$ cat config.mk
export PLATFORM = sky130hd
export DESIGN_NAME = alu_cmd_driver
export DESIGN_NICKNAME = d
export VERILOG_FILES = /design/src/rtl/alu_pkg.sv /design/src/rtl/alu_drv_rsp_reg.sv /design/src/rtl/alu_cmd_driver.sv
export SDC_FILE = /design/constraint.sdc
export NUM_CORES = 1
export LEC_CHECK = 0
export BUFFER_PORTS_ARGS = -buffer_cell sky130_fd_sc_hd__buf_4
export CORE_MARGIN = 2
export CORE_UTILIZATION = 45
export DETAILED_ROUTE_END_ITERATION = 8
export HOLD_SLACK_MARGIN = 0.1
export PLACE_DENSITY = 0.84
export SYNTH_ARGS = -nofsm -noshare
export SYNTH_HDL_FRONTEND = slang
export SYNTH_SLANG_ARGS = --single-unit
$ cat constraint.sdc
create_clock -name clk -period 2 [get_ports clk]
set_input_delay 0.3 -clock clk [delete_from_list [all_inputs] [get_ports clk]]
set_output_delay 0.3 -clock clk [all_outputs]
set_load 0.005 [all_outputs]
$ cat src/rtl/alu_pkg.sv
// Shared constants for the ALU command driver: opcodes, flag bit positions and FSM encoding.
package alu_pkg;

  localparam int unsigned OP_W  = 3;
  localparam int unsigned FLG_W = 4;
  localparam int unsigned CNT_W = 4;

  localparam logic [OP_W-1:0] OP_ADD   = 3'd0;
  localparam logic [OP_W-1:0] OP_SUB   = 3'd1;
  localparam logic [OP_W-1:0] OP_AND   = 3'd2;
  localparam logic [OP_W-1:0] OP_OR    = 3'd3;
  localparam logic [OP_W-1:0] OP_XOR   = 3'd4;
  localparam logic [OP_W-1:0] OP_RSVD  = 3'd5;
  localparam logic [OP_W-1:0] OP_SHL_A = 3'd6;
  localparam logic [OP_W-1:0] OP_SHL_B = 3'd7;

  localparam int unsigned FLG_CARRY = 3;
  localparam int unsigned FLG_ZERO  = 2;
  localparam int unsigned FLG_VALID = 1;
  localparam int unsigned FLG_SLT   = 0;

  localparam logic [1:0] ST_IDLE = 2'd0;
  localparam logic [1:0] ST_EXEC = 2'd1;
  localparam logic [1:0] ST_RESP = 2'd2;

  // True for opcodes that are forwarded to the ALU; the reserved code is rejected.
  function automatic logic op_drives_alu(input logic [OP_W-1:0] op);
    case (op)
      OP_ADD, OP_SUB, OP_AND, OP_OR, OP_XOR, OP_SHL_A, OP_SHL_B: return 1'b1;
      OP_RSVD: return 1'b0;
      default: return 1'b0;
    endcase
  endfunction

endpackage

$ cat src/rtl/alu_drv_rsp_reg.sv
// Response holding register: captures a result on load and holds it until the
// consumer completes the valid/ready handshake.
module alu_drv_rsp_reg
  import alu_pkg::*;
#(
  parameter int unsigned WIDTH = 8
) (
  input  logic             clk,
  input  logic             rst_n,
  input  logic             load,
  input  logic [WIDTH-1:0] load_data,
  input  logic [FLG_W-1:0] load_flags,
  input  logic             load_err,
  input  logic             rsp_ready,
  output logic             rsp_valid,
  output logic [WIDTH-1:0] rsp_data,
  output logic [FLG_W-1:0] rsp_flags,
  output logic             rsp_err
);

  logic             valid_q, valid_d;
  logic [WIDTH-1:0] data_q, data_d;
  logic [FLG_W-1:0] flags_q, flags_d;
  logic             err_q, err_d;

  // Payload only changes on load, so it stays stable for the whole handshake.
  always_comb begin
    valid_d = valid_q;
    data_d  = data_q;
    flags_d = flags_q;
    err_d   = err_q;
    if (load) begin
      valid_d = 1'b1;
      data_d  = load_data;
      flags_d = load_flags;
      err_d   = load_err;
    end else if (valid_q && rsp_ready) begin
      valid_d = 1'b0;
    end
  end

  always_ff @(posedge clk or negedge rst_n) begin
    if (!rst_n) begin
      valid_q <= 1'b0;
      data_q  <= '0;
      flags_q <= '0;
      err_q   <= 1'b0;
    end else begin
      valid_q <= valid_d;
      data_q  <= data_d;
      flags_q <= flags_d;
      err_q   <= err_d;
    end
  end

  assign rsp_valid = valid_q;
  assign rsp_data  = data_q;
  assign rsp_flags = flags_q;
  assign rsp_err   = err_q;

endmodule

$ cat src/rtl/alu_cmd_driver.sv
// Initiator for the combinational ALU: accepts one command, drives the ALU pins for
// SAMPLE_DLY+1 cycles, samples result/flags and returns them on the response stream.
module alu_cmd_driver
  import alu_pkg::*;
#(
  parameter int unsigned WIDTH      = 8,
  parameter int unsigned OPCODE     = 3,
  parameter int unsigned SAMPLE_DLY = 0
) (
  input  logic              clk,
  input  logic              rst_n,
  input  logic              cmd_valid,
  output logic              cmd_ready,
  input  logic [OPCODE-1:0] cmd_op,
  input  logic [WIDTH-1:0]  cmd_a,
  input  logic [WIDTH-1:0]  cmd_b,
  input  logic              cmd_chain,
  output logic [WIDTH-1:0]  alu_data_in1,
  output logic [WIDTH-1:0]  alu_data_in2,
  output logic [OPCODE-1:0] alu_op_code,
  output logic              alu_valid_data,
  input  logic [WIDTH-1:0]  alu_data_out,
  input  logic              alu_carry_out,
  input  logic              alu_zero_flag,
  input  logic              alu_valid_flag,
  input  logic              alu_slt_flag,
  output logic              rsp_valid,
  input  logic              rsp_ready,
  output logic [WIDTH-1:0]  rsp_data,
  output logic [FLG_W-1:0]  rsp_flags,
  output logic              rsp_err
);

  logic [1:0]        state_q, state_d;
  logic [CNT_W-1:0]  cnt_q, cnt_d;
  logic [WIDTH-1:0]  last_q, last_d;
  logic [WIDTH-1:0]  in1_q, in1_d;
  logic [WIDTH-1:0]  in2_q, in2_d;
  logic [OPCODE-1:0] op_q, op_d;
  logic              vld_q, vld_d;

  logic              accept_c;
  logic              sample_done_c;
  logic              rsp_hs_c;
  logic [FLG_W-1:0]  alu_flags_c;
  logic              rsp_load_c;
  logic [WIDTH-1:0]  rsp_load_data_c;
  logic [FLG_W-1:0]  rsp_load_flags_c;
  logic              rsp_load_err_c;

  assign cmd_ready     = (state_q == ST_IDLE);
  assign accept_c      = cmd_valid && cmd_ready;
  assign rsp_hs_c      = rsp_valid && rsp_ready;
  assign sample_done_c = (cnt_q == CNT_W'(SAMPLE_DLY));

  always_comb begin
    alu_flags_c            = '0;
    alu_flags_c[FLG_CARRY] = alu_carry_out;
    alu_flags_c[FLG_ZERO]  = alu_zero_flag;
    alu_flags_c[FLG_VALID] = alu_valid_flag;
    alu_flags_c[FLG_SLT]   = alu_slt_flag;
  end

  // Next-state and datapath control; error responses leave the ALU pins and last_q alone.
  always_comb begin
    state_d          = state_q;
    cnt_d            = cnt_q;
    last_d           = last_q;
    in1_d            = in1_q;
    in2_d            = in2_q;
    op_d             = op_q;
    vld_d            = vld_q;
    rsp_load_c       = 1'b0;
    rsp_load_data_c  = '0;
    rsp_load_flags_c = '0;
    rsp_load_err_c   = 1'b0;

    case (state_q)
      ST_IDLE: begin
        if (accept_c) begin
          if (op_drives_alu(OP_W'(cmd_op))) begin
            in1_d   = cmd_chain ? last_q : cmd_a;
            in2_d   = cmd_b;
            op_d    = cmd_op;
            vld_d   = 1'b1;
            cnt_d   = '0;
            state_d = ST_EXEC;
          end else begin
            rsp_load_c     = 1'b1;
            rsp_load_err_c = 1'b1;
            state_d        = ST_RESP;
          end
        end
      end
      ST_EXEC: begin
        if (sample_done_c) begin
          rsp_load_c       = 1'b1;
          rsp_load_data_c  = alu_data_out;
          rsp_load_flags_c = alu_flags_c;
          last_d           = alu_data_out;
          vld_d            = 1'b0;
          state_d          = ST_RESP;
        end else begin
          cnt_d = cnt_q + CNT_W'(1);
        end
      end
      ST_RESP: begin
        if (rsp_hs_c) begin
          state_d = ST_IDLE;
        end
      end
      default: begin
        state_d = ST_IDLE;
        vld_d   = 1'b0;
      end
    endcase
  end

  always_ff @(posedge clk or negedge rst_n) begin
    if (!rst_n) begin
      state_q <= ST_IDLE;
      cnt_q   <= '0;
      last_q  <= '0;
      in1_q   <= '0;
      in2_q   <= '0;
      op_q    <= '0;
      vld_q   <= 1'b0;
    end else begin
      state_q <= state_d;
      cnt_q   <= cnt_d;
      last_q  <= last_d;
      in1_q   <= in1_d;
      in2_q   <= in2_d;
      op_q    <= op_d;
      vld_q   <= vld_d;
    end
  end

  assign alu_data_in1   = in1_q;
  assign alu_data_in2   = in2_q;
  assign alu_op_code    = op_q;
  assign alu_valid_data = vld_q;

  alu_drv_rsp_reg #(
    .WIDTH(WIDTH)
  ) u_rsp_reg (
    .clk       (clk),
    .rst_n     (rst_n),
    .load      (rsp_load_c),
    .load_data (rsp_load_data_c),
    .load_flags(rsp_load_flags_c),
    .load_err  (rsp_load_err_c),
    .rsp_ready (rsp_ready),
    .rsp_valid (rsp_valid),
    .rsp_data  (rsp_data),
    .rsp_flags (rsp_flags),
    .rsp_err   (rsp_err)
  );

endmodule

==> impl_metrics.yaml, run 1 <==
clock_tree:
  cts_setup_buffers: 0
  cts_made_buffers: 5
  cts-root-buf: "clkbuf_8"
  clk_pin_slew_ns: 0.08
  cts_tree: "done"
  htreeDepth: 2
  clk_latency_ns: 0.30
  clock_path_buffers: 2
  cts.sinks: 48
power_and_ir_drop:
  vdd_drop_max_mv: 0.8331
  seqPwrFrac_pct: 44.8
  internal-power_mw: 2.548
  combPwrFrac_pct: 39.5
  clock_power_share_pct: 15.7
  power_leakage_nw: 1.347
  switching_share_pct: 32.47
  powerDensity_nw_per_um2: 1419
  switching_power_mw: 1.225
global_routing:
  grt_pass1_vias: 1507
  antenna_found_initial: 0
  grt_use_total_pct: 17.78
  grt_overflow: 0
  grt_pass1_wl_um: 6962
  grt_start_max_net_pins: 49
sta:
  tightest_slew_ns: 0.5886
  setup_violations: 0
  finalClockSkew_ns: 0.008038
  relSlewSlack_pct: 60.76
  setup-tns-final_ns: 0
  period_needed_ns: 1.830
  period_share_pct: 91.49
  rsz0062_at_grt: "no"
  finalHoldViolations: 0
  max_freq_ghz: 0.5465
  slew_violations: 0
route:
  routedWlPerCell_um: 14.28
  route.detailed.drc: 0
  dr.pass1.iters: 4
  vias: 1506
  drt_first_iter_violations: 75
  finalWirelength_um: 4226
  ant_nets: 0
  vias_per_cell: 5.088
yosys:
  syn_nets: 208
  syn_inst: 170
  yosys_warnings: 0
  syn_avg_cell_area_um2: 11.77
  syn_area_um2: 2001
  synth.distinct_cells: 35
  yosysSeqAreaShare_pct: 60.04
  ys_seq_elements: 48
place:
  hpwlAfterDp_um: 3103
  globalplace.congestion: 0.8048
  placedCellCount: 287
  port_buffers: 70
finish:
  diodes: 0
  area_growth_pct: 32.96
  stdcell_count: 296
  drive_gt1_share_pct: 35.66
  final_util_pct: 61.52
  nets: 281
flow_run:
  cap_violations: 0
critical_path:
  reg2reg_slack_ns: 0.17
  critPathCapture: "last_q[5]"
  reg2reg_depth: 6
  reg2reg_to: "last_q[5]"
  crit_fanout: 15
  critPathArrivalTime_ns: 2.01
  critPathCaptureType: "flip-flop"
  cp-startpoint: "cnt_q[1]"
  critical_path_class: "flip-flop to flip-flop"
  worstPathRequired_ns: 2.18
  rr_startpoint: "cnt_q[1]"
  crit_path_start_kind: "flip-flop"
die:
  core_area_um2: 4324
  die_area_um2: 4995
  start_util_pct: 46.27
  fp-row-count: 24
  die_w_um: 70.68
  io_pins: 71
  die_h_um: 70.68
min_path:
  hp-class: "primary input to flip-flop"
run_status:
  status: "finished, final reports clean"
[state kept, by name, summed over array words and instances (netlist names), 2 cells and up]
name                 cells
alu_data_in1             8
alu_data_in2             8
last_q                   8
u_rsp_reg.rsp_data       8
cnt_q                    4
u_rsp_reg.rsp_flags      4
alu_op_code              3
state_q                  2
[stage by stage]
step                setup WS, ns  hold slack [ns]  total power, mW  cell area [µm²]
CTS                       0.1570           0.1756            3.815             2660
global placement          0.2782           0.3336            3.156             2556
detailed placement        0.1731           0.3435            3.225             2556
floorplan                 0.3295         0.004409            2.487             2001
global route             0.03772           0.1877            4.071             2660
finish                    0.1703           0.1797            3.774             2660
[logic make-up (layout without fill, tap and decap cells)]
kind of cell    count (synthesis)  after routing  synth area share, %
mux                            16             16                8.505
compound gates                 36             36                12.45
buf+inv                        15             89                4.378
fa+ha+maj                       2              2                1.251
simple gates                   53             53                13.38
flops                          48             48                60.04
[cell type report]
type	instances	area, µm²
inverter	6	22.52
tap	52	65.06
timing repair buffer	75	565.5
sequential	48	1201
clock inverter	1	7.507
fill	383	1664
clock buffer	7	86.33
multi-input combinational	107	711.9
[per-layer routing]
metal,vias to the layer above,part of all wire (%),track usage [%]
li1,738,-,-
met1,720,46,24.17
met2,44,48,28.41
met3,4,4.9,4.416
met4,0,0.92,5.660
met5,-,0,0
[placed cells by master, fill, tap and decap left out, types with 2 or more instances in the layout]
master    instances
o21ai_1           7
nor3b_2           2
a22o_1           13
and2_1            2
o21ai_0           4
a21oi_1           4
or3b_1            3
nand2_1          35
mux2i_1           8
mux2_1            6
ha_1              2
clkbuf_8          6
buf_4            74
inv_1             6
o22ai_1           2
mux2_2            2
nor2_1            2
dfrtp_1          48
o22a_1            2
[power groups by stage]
stage	clock network [mW]	logic, mW	registers, mW
2_1_floorplan	0	0.817	1.67
5_1_grt	0.655	1.67	1.75
6_report	0.591	1.49	1.69
3_3_place_gp	0	1.46	1.70
3_5_place_dp	0	1.52	1.71
4_1_cts	0.603	1.52	1.69
[worst max-delay path, cell delays in order (launching register included)]
cell and delay (ns):
dfrtp_1 0.41, inv_1 0.09, ha_1 0.15, nor3b_2 0.25
and2_1 0.22, buf_4 0.24, mux2_2 0.36
[synth_stat cells]
| cell | n | share of area, % |
|---|---|---|
| a21oi_1 | 4 | 1.0 |
| a22o_1 | 13 | 5.7 |
| a31oi_1 | 1 | 0.31 |
| and2_1 | 2 | 0.63 |
| buf_12 | 1 | 1.0 |
| buf_2 | 3 | 0.75 |
| buf_4 | 1 | 0.38 |
| buf_6 | 1 | 0.56 |
| clkbuf_1 | 3 | 0.56 |
| dfrtp_1 | 48 | 60 |
| ha_1 | 2 | 1.3 |
| inv_1 | 6 | 1.1 |
| mux2_1 | 6 | 3.4 |
| mux2_2 | 2 | 1.1 |
| mux2i_1 | 8 | 4.0 |
| nand2_1 | 35 | 6.6 |
| nand3_1 | 1 | 0.25 |
| nand3b_2 | 1 | 0.56 |
| nor2_1 | 2 | 0.38 |
| nor2_2 | 1 | 0.31 |
| nor2b_1 | 1 | 0.31 |
| nor3_1 | 1 | 0.25 |
| nor3b_1 | 1 | 0.38 |
| nor3b_2 | 2 | 1.3 |
| nor4bb_1 | 1 | 0.50 |
| o21ai_0 | 4 | 1.0 |
| o21ai_1 | 7 | 1.8 |
| o21bai_1 | 1 | 0.38 |
| o22a_1 | 2 | 0.88 |
| o22ai_1 | 2 | 0.63 |
| o31ai_1 | 1 | 0.38 |
| o32ai_1 | 1 | 0.44 |
| or3_1 | 1 | 0.31 |
| or3b_1 | 3 | 1.3 |
| or4_1 | 1 | 0.38 |
[worst min path at each step]
| stage | start | endpoint | cells past startpoint |
|---|---|---|---|
| global route | rsp_ready | u_rsp_reg.rsp_valid | 2 |
| detailed placement | rst_n | alu_data_in1[7] | 1 |
| finish | rsp_ready | u_rsp_reg.rsp_valid | 2 |
| CTS | rsp_ready | u_rsp_reg.rsp_valid | 2 |
| floorplan | rst_n | alu_data_in1[0] | 0 |
| global placement | rst_n | alu_data_in1[7] | 1 |
[timing repair]
item,in CTS,in global routing
hold buffers,1,0
endpoints found under the hold margin,48,0
resized for setup,0,0
Power figures use the tool's default switching activity.
==> run 2: changes to the inputs <==
--- a/config.mk
+++ b/config.mk
@@ -8,6 +8,7 @@
 export BUFFER_PORTS_ARGS = -buffer_cell sky130_fd_sc_hd__buf_4
 export CORE_MARGIN = 2
 export CORE_UTILIZATION = 45
+export CTS_BUF_LIST = sky130_fd_sc_hd__clkbuf_4 sky130_fd_sc_hd__clkbuf_8 sky130_fd_sc_hd__clkbuf_16
 export DETAILED_ROUTE_END_ITERATION = 8
 export HOLD_SLACK_MARGIN = 0.1
 export PLACE_DENSITY = 0.84
==> run 2 against run 1 <==
Against the previous run: worst hold slack is essentially flat; via count up 0.33%; utilization is 0.087 points higher; sequential power barely moved; sequential share of layout area is 0.064 points lower; non-clock buffer count stayed put; largest cell class unchanged; highest routed layer unchanged.
==> impl_metrics.yaml, run 2 (synthesis results as in run 1) <==
die:
  start_util_pct: 46.27
  die_w_um: 70.68
  die_area_um2: 4995
  core_area_um2: 4324
  io_pins: 71
  fp-row-count: 24
  die_h_um: 70.68
sta:
  rsz0062_at_grt: "no"
  finalClockSkew_ns: 0.007897
  tightest_slew_ns: 0.5963
  relSlewSlack_pct: 60.25
  slew_violations: 0
  max_freq_ghz: 0.5460
  setup-tns-final_ns: 0
  setup_violations: 0
  worst_slack_ns: 0.1686
  period_share_pct: 91.57
  finalHoldViolations: 0
  period_needed_ns: 1.831
place:
  pre_cts_ws_ns: 0.1731
  port_buffers: 70
  post_dp_cell_area_um2: 2556
  globalplace.congestion: 0.8048
  hpwlAfterDp_um: 3103
route:
  drt_first_iter_violations: 65
  dr.pass1.iters: 4
  route.detailed.drc: 0
  finalWirelength_um: 4259
  vias: 1511
  wl_met2_um: 2027
  routedWlPerCell_um: 14.39
  ant_nets: 0
  vias_per_cell: 5.105
  routed.top_layer: "met4"
  wl_met3_um: 234
  met1_length_um: 1939
finish:
  final_cell_mix: "buf_4, dfrtp_1, nand2_1"
  final_common_cell: "buf_4"
  fin_area_um2: 2664
  nets: 281
  area_growth_pct: 33.15
  final_util_pct: 61.60
  regArea_um2: 1201
  multi_input_area_um2: 711.9
  diodes: 0
  fillers: 381
  drive_gt1_share_pct: 36.07
power_and_ir_drop:
  vdd_drop_max_mv: 0.8348
  powerDensity_nw_per_um2: 1422
  power_leakage_nw: 1.350
clock_tree:
  cts_setup_buffers: 0
  clk_pin_slew_ns: 0.08
  cts_tree: "done"
  clock_path_buffers: 2
  cts.sinks: 48
  cts-root-buf: "clkbuf_8"
  clk_latency_ns: 0.30
  htreeDepth: 2
  cts_made_buffers: 5
critical_path:
  critPathArrivalTime_ns: 2.01
  crit_fanout: 15
  worstPathRequired_ns: 2.18
  crit_path_start_kind: "flip-flop"
  critical_path_class: "flip-flop to flip-flop"
  critPathCaptureType: "flip-flop"
min_path:
  hp-class: "primary input to flip-flop"
flow_run:
  cap_violations: 0
run_status:
  status: "finished, final reports clean"
global_routing:
  antenna_found_initial: 0
  grt_pass1_wl_um: 6989
  grt_use_total_pct: 17.87
  grt_overflow: 0
  grt_pass1_vias: 1510
  grt_start_max_net_pins: 49
[run 2: cell type report]
type / instances / area share (%)
Sequential cell: 48 / 45.09
Multi-Input combinational cell: 107 / 26.73
Timing Repair Buffer: 75 / 21.23
Clock buffer: 7 / 3.382
Tap cell: 52 / 2.442
Inverter: 6 / 0.8455
Clock inverter: 1 / 0.2818
[run 2: repair_timing]
action / CTS / global route
endpoints found under the hold margin: 48 / 0
gates resized for setup: 0 / 0
hold buffers: 1 / 0
[run 2: path summary, 6_finish.rpt]
| path | from | to | slack, ns | cells after the start |
|---|---|---|---|---|
| worst max-delay path | cnt_q[1] | last_q[5] | 0.17 | 6 |
| worst min-delay path | rsp_ready | u_rsp_reg.rsp_valid | 0.18 | 2 |
| worst max register to register | cnt_q[1] | last_q[5] | 0.17 | 6 |
| worst min register to register | alu_data_in2[5] | alu_data_in2[5] | 0.48 | 2 |
| max in group asynchronous | rst_n | alu_data_in2[0] | 1.05 | 2 |
| min in group asynchronous | rst_n | alu_data_in1[7] | 0.54 | 2 |
[run 2: layer usage]
metal	track usage, %	vias up
met3	4.416	6
met1	24.27	719
li1	-	737
met5	0	-
met4	5.660	0
met2	28.62	49
[run 2: power by group]
| part | internal (mW) | switching, mW | leakage (nW) |
|---|---|---|---|
| Combinational | 0.863 | 0.630 | 0.704 |
| Clock | 0.295 | 0.309 | 0.0479 |
| Sequential | 1.40 | 0.287 | 0.598 |
| Total | 2.56 | 1.23 | 1.35 |
[run 2: stage by stage]
step / power (mW) / instances / hold WS [ns]
after global placement: 3.156 / 287 / 0.3336
after floorplan: 2.487 / 170 / 0.004409
final: 3.788 / 296 / 0.1797
after CTS: 3.831 / 296 / 0.1756
after global routing: 4.084 / 296 / 0.1877
after detailed placement: 3.225 / 287 / 0.3435
[run 2: worst max-delay path, cell delays in order, from the launching register on]
cell     delay, ns
dfrtp_1       0.41
inv_1         0.08
ha_1          0.15
nor3b_2       0.25
and2_1        0.22
buf_4         0.24
mux2_2        0.36
==> run 3: changes to the inputs <==
--- a/config.mk
+++ b/config.mk
@@ -6,12 +6,14 @@
 export NUM_CORES = 1
 export LEC_CHECK = 0
 export BUFFER_PORTS_ARGS = -buffer_cell sky130_fd_sc_hd__buf_4
+export CELL_PAD_IN_SITES_DETAIL_PLACEMENT = 0
+export CELL_PAD_IN_SITES_GLOBAL_PLACEMENT = 1
 export CORE_MARGIN = 2
-export CORE_UTILIZATION = 45
+export CORE_UTILIZATION = 37
 export CTS_BUF_LIST = sky130_fd_sc_hd__clkbuf_4 sky130_fd_sc_hd__clkbuf_8 sky130_fd_sc_hd__clkbuf_16
 export DETAILED_ROUTE_END_ITERATION = 8
 export HOLD_SLACK_MARGIN = 0.1
-export PLACE_DENSITY = 0.84
+export PLACE_DENSITY = 0.89
 export SYNTH_ARGS = -nofsm -noshare
 export SYNTH_HDL_FRONTEND = slang
 export SYNTH_SLANG_ARGS = --single-unit
==> run 3 against run 2 <==
Against the previous run: sequential share of layout area shrank 0.48 points; via count is 3.1% lower; register-to-register slack improved by 0.04 ns; sequential power is essentially flat; sequential cell count stayed put; first-iteration DRC count down 15%; non-clock buffer count shrank 1; clock power up 16%; worst setup slack improved by 0.042 ns; die area increased by 20%; final area increased by 1.1%; wire length up 0.73%; highest routed layer unchanged.
==> impl_metrics.yaml, run 3 (synthesis results as in run 1) <==
run_status:
  status: "finished, final reports clean"
finish:
  multi_input_area_um2: 711.9
  final_cell_mix: "buf_4, dfrtp_1, nand2_1"
  fin_area_um2: 2693
  area_growth_pct: 34.58
  drive_gt1_share_pct: 35.80
  regArea_um2: 1201
  final_common_cell: "buf_4"
  fillers: 459
  diodes: 0
  nets: 280
die:
  die_area_um2: 6012
  start_util_pct: 38.68
  io_pins: 71
  core_area_um2: 5172
  die_h_um: 77.54
  fp-row-count: 26
  die_w_um: 77.54
sta:
  worst_slack_ns: 0.2110
  period_needed_ns: 1.789
  relSlewSlack_pct: 61.52
  period_share_pct: 89.45
  finalHoldViolations: 0
  setup_violations: 0
  tightest_slew_ns: 0.5772
  setup-tns-final_ns: 0
  slew_violations: 0
  finalClockSkew_ns: 0.004046
  rsz0062_at_grt: "no"
  max_freq_ghz: 0.5590
place:
  hpwlAfterDp_um: 3135
  port_buffers: 70
  globalplace.congestion: 0.7686
  post_dp_cell_area_um2: 2571
  pre_cts_ws_ns: 0.2190
power_and_ir_drop:
  clock_power_share_pct: 18.0
  combPwrFrac_pct: 38.2
  vdd_drop_max_mv: 0.5967
  finalPower_mw: 3.867
  seqPwrFrac_pct: 43.8
  internal-power_mw: 2.641
  switching_power_mw: 1.226
  powerDensity_nw_per_um2: 1436
  power_leakage_nw: 1.356
  switching_share_pct: 31.70
route:
  vias_per_cell: 4.677
  dr.pass1.iters: 4
  route.detailed.drc: 0
  vias: 1464
  drt_first_iter_violations: 55
  finalWirelength_um: 4290
  ant_nets: 0
  routedWlPerCell_um: 13.71
clock_tree:
  clk_pin_slew_ns: 0.08
  cts.sinks: 48
  cts_setup_buffers: 0
  cts-root-buf: "clkbuf_8"
  cts_made_buffers: 5
  htreeDepth: 2
  clk_latency_ns: 0.30
  clock_path_buffers: 2
  cts_tree: "done"
critical_path:
  cpPeakStageDelay_ns: 0.41
  reg2reg_slack_ns: 0.21
  crit_path_start_kind: "flip-flop"
  critical_path_class: "flip-flop to flip-flop"
  critPathCaptureType: "flip-flop"
  crit_fanout: 13
  critPathArrivalTime_ns: 1.98
  crit_chain: "inv_1, ha_1, nor3b_2, and2_1, buf_4, mux2_2"
  crit_slowest_cell: "dfrtp_1"
  worstPathRequired_ns: 2.19
flow_run:
  cap_violations: 0
global_routing:
  grt_start_max_net_pins: 49
  grt_pass1_vias: 1508
  grt_pass1_wl_um: 7334
  antenna_found_initial: 0
  grt_use_total_pct: 15.54
  grt_overflow: 0
min_path:
  hp-class: "primary input to flip-flop"
==> run 3: changes by cell type in the layout (fill, tap and decap cells not counted) <==
cell,delta
buf_4,-1
bufinv_16,+1
clkbuf_8,-1
clkinv_2,+1
clkinvlp_4,-1
==> run 3: final cells by class <==
type,instances,share of cell area (%)
clock inverters,2,1.301
flip-flops and latches,48,44.61
repair buffers,74,20.72
multi-input cells,107,26.44
well taps,70,3.253
clock buffers,6,2.835
inverters,6,0.8364
==> run 3: power groups by stage <==
stage | logic, mW | clock network [mW] | registers, mW
6_report | 1.48 | 0.698 | 1.69
5_1_grt | 1.68 | 0.749 | 1.76
4_1_cts | 1.51 | 0.716 | 1.70
3_5_place_dp | 1.50 | 0 | 1.71
3_3_place_gp | 1.46 | 0 | 1.71
2_1_floorplan | 0.817 | 0 | 1.67
==> run 3: final timing paths <==
kind	startpoint	endpoint	cells after the start
max in group asynchronous	rst_n	cnt_q[0]	2
hold reg to reg	alu_data_in2[1]	alu_data_in2[1]	2
min in group asynchronous	rst_n	last_q[2]	2
setup reg to reg	cnt_q[0]	last_q[5]	6
setup / recovery	cnt_q[0]	last_q[5]	6
hold / removal	rsp_ready	u_rsp_reg.rsp_valid	2
==> run 3: critical path, delay by kind of cell, from the launching register on <==
kind	cells	cell delay (ns)
adders and majority gates	1	0.15
buffers and inverters	2	0.30
DFF	1	0.41
muxes	1	0.34
and+or+nand+nor	2	0.47
==> run 3: timing repair <==
action | in CTS | in global routing
hold buffers | 1 | 0
endpoints found under the hold margin | 48 | 0
resized for setup | 0 | 0
==> run 3: through the flow <==
stage | util (%) | hold WS, ns | cells
floorplan | - | 0.004409 | 170
global placement | 49.71 | 0.3427 | 304
detailed placement | 49.71 | 0.3499 | 304
CTS | 52.06 | 0.1753 | 313
global route | 52.06 | 0.1746 | 313
finish | 52.06 | 0.1755 | 313
==> run 3: layer usage <==
metal / GRT usage [%] / up-vias / wire [µm]
li1: - / 734 / -
met2: 23.91 / 45 / 1930
met4: 6.429 / 0 / 61
met1: 21.60 / 680 / 2099
met5: 0 / - / 0
met3: 3.023 / 5 / 198
